File: config.mk
export PLATFORM = sky130hd
export DESIGN_NAME = alu
export DESIGN_NICKNAME = d
export VERILOG_FILES = /design/src/rtl/alu.sv
export SDC_FILE = /design/constraint.sdc
export NUM_CORES = 1
export LEC_CHECK = 0
export CAP_MARGIN = 10
export CORE_UTILIZATION = 35
export DETAILED_ROUTE_END_ITERATION = 12
export HOLD_SLACK_MARGIN = 0.15
export PLACE_DENSITY_LB_ADDON = 0.2
export REMOVE_ABC_BUFFERS = 1
export SYNTH_ARGS = -nofsm -noshare
export SYNTH_HDL_FRONTEND = slang
export SYNTH_SLANG_ARGS = --single-unit
File: constraint.sdc
create_clock -name clk -period 0.89 [get_ports clk]
set_input_delay 0.178 -clock clk [delete_from_list [all_inputs] [get_ports clk]]
set_output_delay 0.178 -clock clk [all_outputs]
set_load 0.03 [all_outputs]
File: src/rtl/alu.sv
// 4-bit registered ALU with NZCV flags and an active-low 7-segment readout.
// Define ALU_DISPLAY_EN to build the hex decoder; otherwise display is tied off.
module alu #(
  parameter int WIDTH = 4
) (
  input  logic             clk,
  input  logic             rst_n,
  input  logic [2:0]       ALU_Code,
  input  logic [WIDTH-1:0] A,
  input  logic [WIDTH-1:0] B,
  output logic [WIDTH-1:0] ALU_Result,
  output logic [3:0]       flags,
  output logic [6:0]       display
);

  localparam logic [2:0] OP_ADD = 3'b000;
  localparam logic [2:0] OP_SUB = 3'b001;
  localparam logic [2:0] OP_SHL = 3'b010;
  localparam logic [2:0] OP_SHR = 3'b011;
  localparam logic [2:0] OP_AND = 3'b100;
  localparam logic [2:0] OP_OR  = 3'b101;
  localparam logic [2:0] OP_XOR = 3'b110;

  logic [WIDTH:0]   w_sum;
  logic [WIDTH:0]   w_dif;
  logic [WIDTH-1:0] w_res;
  logic             w_c;
  logic             w_v;
  logic [3:0]       w_flags;
  logic [WIDTH-1:0] r_res;
  logic [3:0]       r_flags;

  // Subtraction as A + ~B + 1 so the carry-out reads as "no borrow".
  assign w_sum = {1'b0, A} + {1'b0, B};
  assign w_dif = {1'b0, A} + {1'b0, ~B} + {{WIDTH{1'b0}}, 1'b1};

  always_comb begin
    w_res = '0;
    w_c   = 1'b0;
    w_v   = 1'b0;
    case (ALU_Code)
      OP_ADD: begin
        w_res = w_sum[WIDTH-1:0];
        w_c   = w_sum[WIDTH];
        w_v   = (A[WIDTH-1] == B[WIDTH-1]) && (w_sum[WIDTH-1] != A[WIDTH-1]);
      end
      OP_SUB: begin
        w_res = w_dif[WIDTH-1:0];
        w_c   = w_dif[WIDTH];
        w_v   = (A[WIDTH-1] != B[WIDTH-1]) && (w_dif[WIDTH-1] != A[WIDTH-1]);
      end
      OP_SHL: begin
        w_res = {A[WIDTH-2:0], 1'b0};
        w_c   = A[WIDTH-1];
      end
      OP_SHR: begin
        w_res = {1'b0, A[WIDTH-1:1]};
        w_c   = A[0];
      end
      OP_AND:  w_res = A & B;
      OP_OR:   w_res = A | B;
      OP_XOR:  w_res = A ^ B;
      default: w_res = '0;
    endcase
  end

  assign w_flags = {w_res[WIDTH-1], (w_res == '0), w_c, w_v};

  always_ff @(posedge clk or negedge rst_n) begin
    if (!rst_n) begin
      r_res   <= '0;
      r_flags <= 4'b0000;
    end else begin
      r_res   <= w_res;
      r_flags <= w_flags;
    end
  end

  assign ALU_Result = r_res;
  assign flags      = r_flags;

`ifdef ALU_DISPLAY_EN
  logic [6:0] w_seg;
  logic [6:0] r_seg;

  // Segment order {g,f,e,d,c,b,a}, 0 = lit; b and d use lowercase glyphs.
  always_comb begin
    w_seg = 7'b1111111;
    case (w_res[3:0])
      4'h0: w_seg = 7'b1000000;
      4'h1: w_seg = 7'b1111001;
      4'h2: w_seg = 7'b0100100;
      4'h3: w_seg = 7'b0110000;
      4'h4: w_seg = 7'b0011001;
      4'h5: w_seg = 7'b0010010;
      4'h6: w_seg = 7'b0000010;
      4'h7: w_seg = 7'b1111000;
      4'h8: w_seg = 7'b0000000;
      4'h9: w_seg = 7'b0010000;
      4'hA: w_seg = 7'b0001000;
      4'hB: w_seg = 7'b0000011;
      4'hC: w_seg = 7'b1000110;
      4'hD: w_seg = 7'b0100001;
      4'hE: w_seg = 7'b0000110;
      4'hF: w_seg = 7'b0001110;
      default: w_seg = 7'b1111111;
    endcase
  end

  always_ff @(posedge clk or negedge rst_n) begin
    if (!rst_n) r_seg <= 7'b1000000;
    else        r_seg <= w_seg;
  end

  assign display = r_seg;
`else
  assign display = 7'b1111111;
`endif

endmodule

Word-level counts from Yosys, hierarchy flattened
Index checks and enable logic that the tools add are counted.

Flip-flop bits (word level): 8. Bits of input ports: 13. Output and inout port bits: 15. Logic and storage cells: 26.

Add/sub/neg operators: 3. Equality and inequality tests: 10. Muxes and demuxes: 3. Bitwise operators: 4. Reduce and logical (&&, ||, !) cells: 4.

Operator list (number): case mux 4 bit (7 select lines) (1); adder 4 x 4 -> 5 bit (2); equality test 3 bit, second input constant (3); equality test 3 x 2 -> 1 bit, second input constant (2); adder 5 x 1 -> 5 bit, second input constant (1); bitwise AND 4 bit (1); logical NOT 4 bit (1); inverter 4 bit (1); bitwise OR 4 bit (1); case mux 1 bit (4 select lines) (1); bitwise XOR 4 bit (1); equality test 3 x 1 -> 1 bit, second input constant (1); logical NOT 3 bit (1); != test 1 bit (3); logical AND 1 bit (2); case mux 1 bit (2 select lines) (1); equality test 1 bit (1).

Longest topological paths before layout
Depth after elaboration: 6. Depth in mapped cells: 8. Mapped depth without buffers: 8.

Worst setup path after synthesis
No wires, ideal clock.

Path type: in2reg. Start point: in A[0]. End point: reg r_flags[2], in the netlist flags[2]. Setup time: 0.095 ns. Arrival time: 1.520 ns. Required time: 0.795 ns. Setup slack: -0.726 ns. Stages: 7. Path buffers: 0. Path through: ha_1 inv_1 fa_1 nand2b_1 a211oi_1 o311ai_1 nor4b_2.

Longest elaborated chain between the ends: 4. Elaborated cells between the ends (all ways): 8. Those cells by class: add/sub (3); mux (1); bitwise (3); reduce/logical (1).

Ends and longest elaborated chain: start: declaration (line 9) `input logic [WIDTH-1:0] A,`; adder 4 x 4 -> 5 bit (line 35) `assign w_dif = {1'b0, A} + {1'b0, ~B} + {{WIDTH{1'b0}}, 1'b1};`; adder 5 x 1 -> 5 bit (line 35); case mux 4 bit (7 select lines) * (line 41) `case (ALU_Code)`; logical NOT 4 bit * (line 67) `assign w_flags = {w_res[WIDTH-1], (w_res == '0), w_c, w_v};`; via w_flags[2] (line 29) `logic [3:0] w_flags;`; end signal: assignment (line 75) `r_flags <= w_flags;`; end: declaration (line 31) `logic [3:0] r_flags;`.

The timed path passes the listed nets; every way through them passes the cells marked *.

Worst setup path in the final report
Start point: in B[0]. End point: reg r_flags[2], in the netlist flags[2].

Longest elaborated chain between the ends: 5. Elaborated cells between the ends (all ways): 9. Those cells by class: add/sub (3); mux (1); bitwise (4); reduce/logical (1).

Ends and longest elaborated chain: start: declaration (line 10) `input logic [WIDTH-1:0] B,`; inverter 4 bit (line 35); adder 4 x 4 -> 5 bit (line 35); adder 5 x 1 -> 5 bit (line 35); case mux 4 bit (7 select lines) * (line 41); logical NOT 4 bit * (line 67); via w_flags[2] (line 29).

Marks and branches as above.

==> reports/metrics.yaml <==
synthesis:
  synth_seq_cells: 7
  synth.avg_cell_area_sq_um: 8.56
  yosys.area_share.adder_pct: 19.3
  yosysSeqAreaShare_pct: 17.8
  yosysWarningCount: 0
  synth_mux_area_share_pct: 3.68
  synth_top_family_by_area: "simple AND/OR/NAND/NOR gates"
  postSynthCellCount: 115
  synth-simple-area-share_pct: 24.7
  synth_edf_count: 0
  synth_compound_area_share_pct: 17.0
  synthArstFlopShare_pct: 100
  synth_xor_area_share_pct: 0.889
  syn_area_sq_um: 985
  synth_top_cell_area_share_pct: 17.8
  ys_top_cells_by_area: "dfrtp_1 (18%), ha_1 (15%), buf_4 (7.6%)"
  yosys_most_used_dff: "dfrtp_1"
  yosysTopAreaCell: "dfrtp_1"
  synth.distinct_cells: 43
route:
  wl_per_cell_um: 16.3
  dr.pass1.iters: 4
  num_vias: 1100
  drc_errors: 0
  ant_nets: 0
  viasPerCell: 5.45
  drt_iter0_drc: 24
  routed_wl_um: 3300
setup_path:
  crit_path_end_kind: "flop"
  path_cells: "buf_8, ha_4, inv_2, fa_2, nand2b_1, a211oi_2, o311ai_2, nor4b_2"
  crit_path_top_delay_cell: "fa_2"
  cp_max_fo: 3
  cp_num_cells: 8
  setup.worst_path.start: "B[0]"
  cp_top_family: "adder cells"
  cpPeakStageDelay_ns: 0.51
  criticalPathCategory: "in2reg"
  required_ns: 1.05
  critPathCapture: "flags[2]"
  crit_arrival_ns: 1.59
  worst-path-buf-inv: 2
  start_kind: "input port"
timing:
  hold_violations: 0
  slew_violations: 0
  min_period_ns: 1.43
  fmax_mhz: 700
  fin_crit_sh_pct: 160
  rsz0062_at_grt: "yes"
  final.setup.worst_slack_ns: -0.538
  finalSetupViolations: 15
global_route:
  groute.usage.overall_pct: 25.3
  grt_max_degree: 12
  grt_pass1_wl_um: 5250
  antenna_found_initial: 0
  first_global_vias: 1108
  globalRouteOverflowTotal: 0
clock_network:
  cts_made_buffers: 3
  root_buffer: "clkbuf_4"
  postCtsHoldBufs: 0
  cts-htree-levels: 1
  clk_path_buf_depth: 2
  numClockSinks: 7
  cts_tree: "done"
  path_clk_slew_ns: 0.05
final_layout:
  fin_area_sq_um: 1740
  nets: 200
  finalNonFillerCells: 202
  n_antenna_cell: 0
  syn2layout_area_growth_pct: 77.1
  drive_above_1_share_pct: 61.6
power:
  p_leak_uw: 0.000813
  p_per_area_nw_per_um2: 958
  vdd_ir_drop_max_mv: 0.807
floorplanning:
  rows: 18
  start_util_pct: 38.4
  dieArea_sq_um: 3030
  coreArea_sq_um: 2570
  pin_count: 28
  die_y_um: 55.0
  die_w_um: 55.0
place:
  port_buffers: 20
  dp_hpwl_um: 1990
  gp_congestion: 0.904
  place_area_sq_um: 1370
  placed_cells: 190
job:
  max_cap_violations: 0
outcome:
  status: "complete, but fails checks"
  violations: "setup timing"
worst_hold_path:
  hold_path_class: "in2async"
Yosys cell counts (3+ instances only):
cell type	instances
a31oi_1	3
inv_1	14
ha_1	12
dfrtp_1	7
nand2_1	6
buf_4	10
a21oi_1	4
nand2b_1	8
nor2b_1	6
metal layers:
metal / routed length [um] / part of all wire, % / track usage (%) / vias up
met2: 1680 / 51 / 42.4 / 66
met5: 0 / 0 / 0 / -
li1: - / - / - / 500
met3: 169 / 5.1 / 3.28 / 19
met4: 150 / 4.5 / 18.8 / 0
met1: 1300 / 39 / 29.0 / 515
metrics by stage:
stage                     setup WS, ns  util [%]  hold WS [ns]  total power [uW]  TNS [ns]
after global routing            -0.581      67.9         0.186              1780     -3.84
after floorplan                 -0.725         -        -0.118               754     -3.56
after detailed placement         -1.35      53.2         0.454              1110     -8.32
after CTS                       -0.547      65.9         0.177              1610     -3.44
final                           -0.538      67.9         0.174              1670     -3.29
after global placement           -1.32      53.2         0.445              1100     -8.08
repair_timing:
item | in CTS | in global routing
setup endpoints to repair | 15 | 15
cloned | 1 | 0
pin swaps | 20 | 6
setup buffers | 7 | 2
resized for setup | 102 | 19
cell families (layout without fill, tap and decap cells):
kind of cell | after synthesis | in the layout
XOR/XNOR | 1 | 1
adder cells (fa/ha/maj) | 14 | 14
multiplexers | 3 | 3
other | 1 | 7
AND/OR/NAND/NOR | 39 | 39
flip-flops | 7 | 7
AO/OA/AOI/OAI | 22 | 22
buffers and inverters | 28 | 79
layout by cell type, fill, tap and decap left out, drive strengths merged, types with 2 or more instances in the layout:
| master | synthesis | layout |
|---|---|---|
| buf | 14 | 57 |
| inv | 14 | 14 |
| ha | 12 | 12 |
| nand2b | 8 | 8 |
| dfrtp | 7 | 7 |
| conb | 1 | 7 |
| nand2 | 6 | 6 |
| nor2b | 6 | 6 |
| clkbuf | 0 | 6 |
| a21oi | 4 | 4 |
| a31oi | 3 | 3 |
| nand3b | 2 | 2 |
| and3b | 2 | 2 |
| mux2 | 2 | 2 |
| a221oi | 2 | 2 |
| nand4 | 2 | 2 |
| fa | 2 | 2 |
| a211oi | 2 | 2 |
| nor3 | 2 | 2 |
| o21ai | 2 | 2 |
| a32oi | 2 | 2 |
| o311ai | 2 | 2 |
| nand3 | 2 | 2 |
worst min path at each step:
stage	startpoint	end	slack (ns)
4_1_cts	rst_n	ALU_Result[1]	0.18
2_1_floorplan	rst_n	ALU_Result[0]	-0.12
5_1_grt	rst_n	flags[2]	0.19
6_report	rst_n	flags[2]	0.17
3_3_place_gp	rst_n	ALU_Result[1]	0.45
3_5_place_dp	rst_n	ALU_Result[1]	0.45
layout make-up:
type	instances	area [sq um]
multi-input combinational	86	912
fill	208	823
inverter	14	67.6
tap	30	37.5
sequential	7	175
timing repair buffer	61	526
clock buffer	4	26.3
flip-flops by register name, summed over array words and instances, names as in the netlist:
| register | flops |
|---|---|
| flags | 4 |
| ALU_Result | 3 |
report_power, final:
part           leakage (uW)  internal, uW  switching, uW
sequential        0.0000879           355           18.4
clock             0.0000150           171            117
combinational      0.000710           494            514
total              0.000813          1020            650
Power figures use the tool's default switching activity.
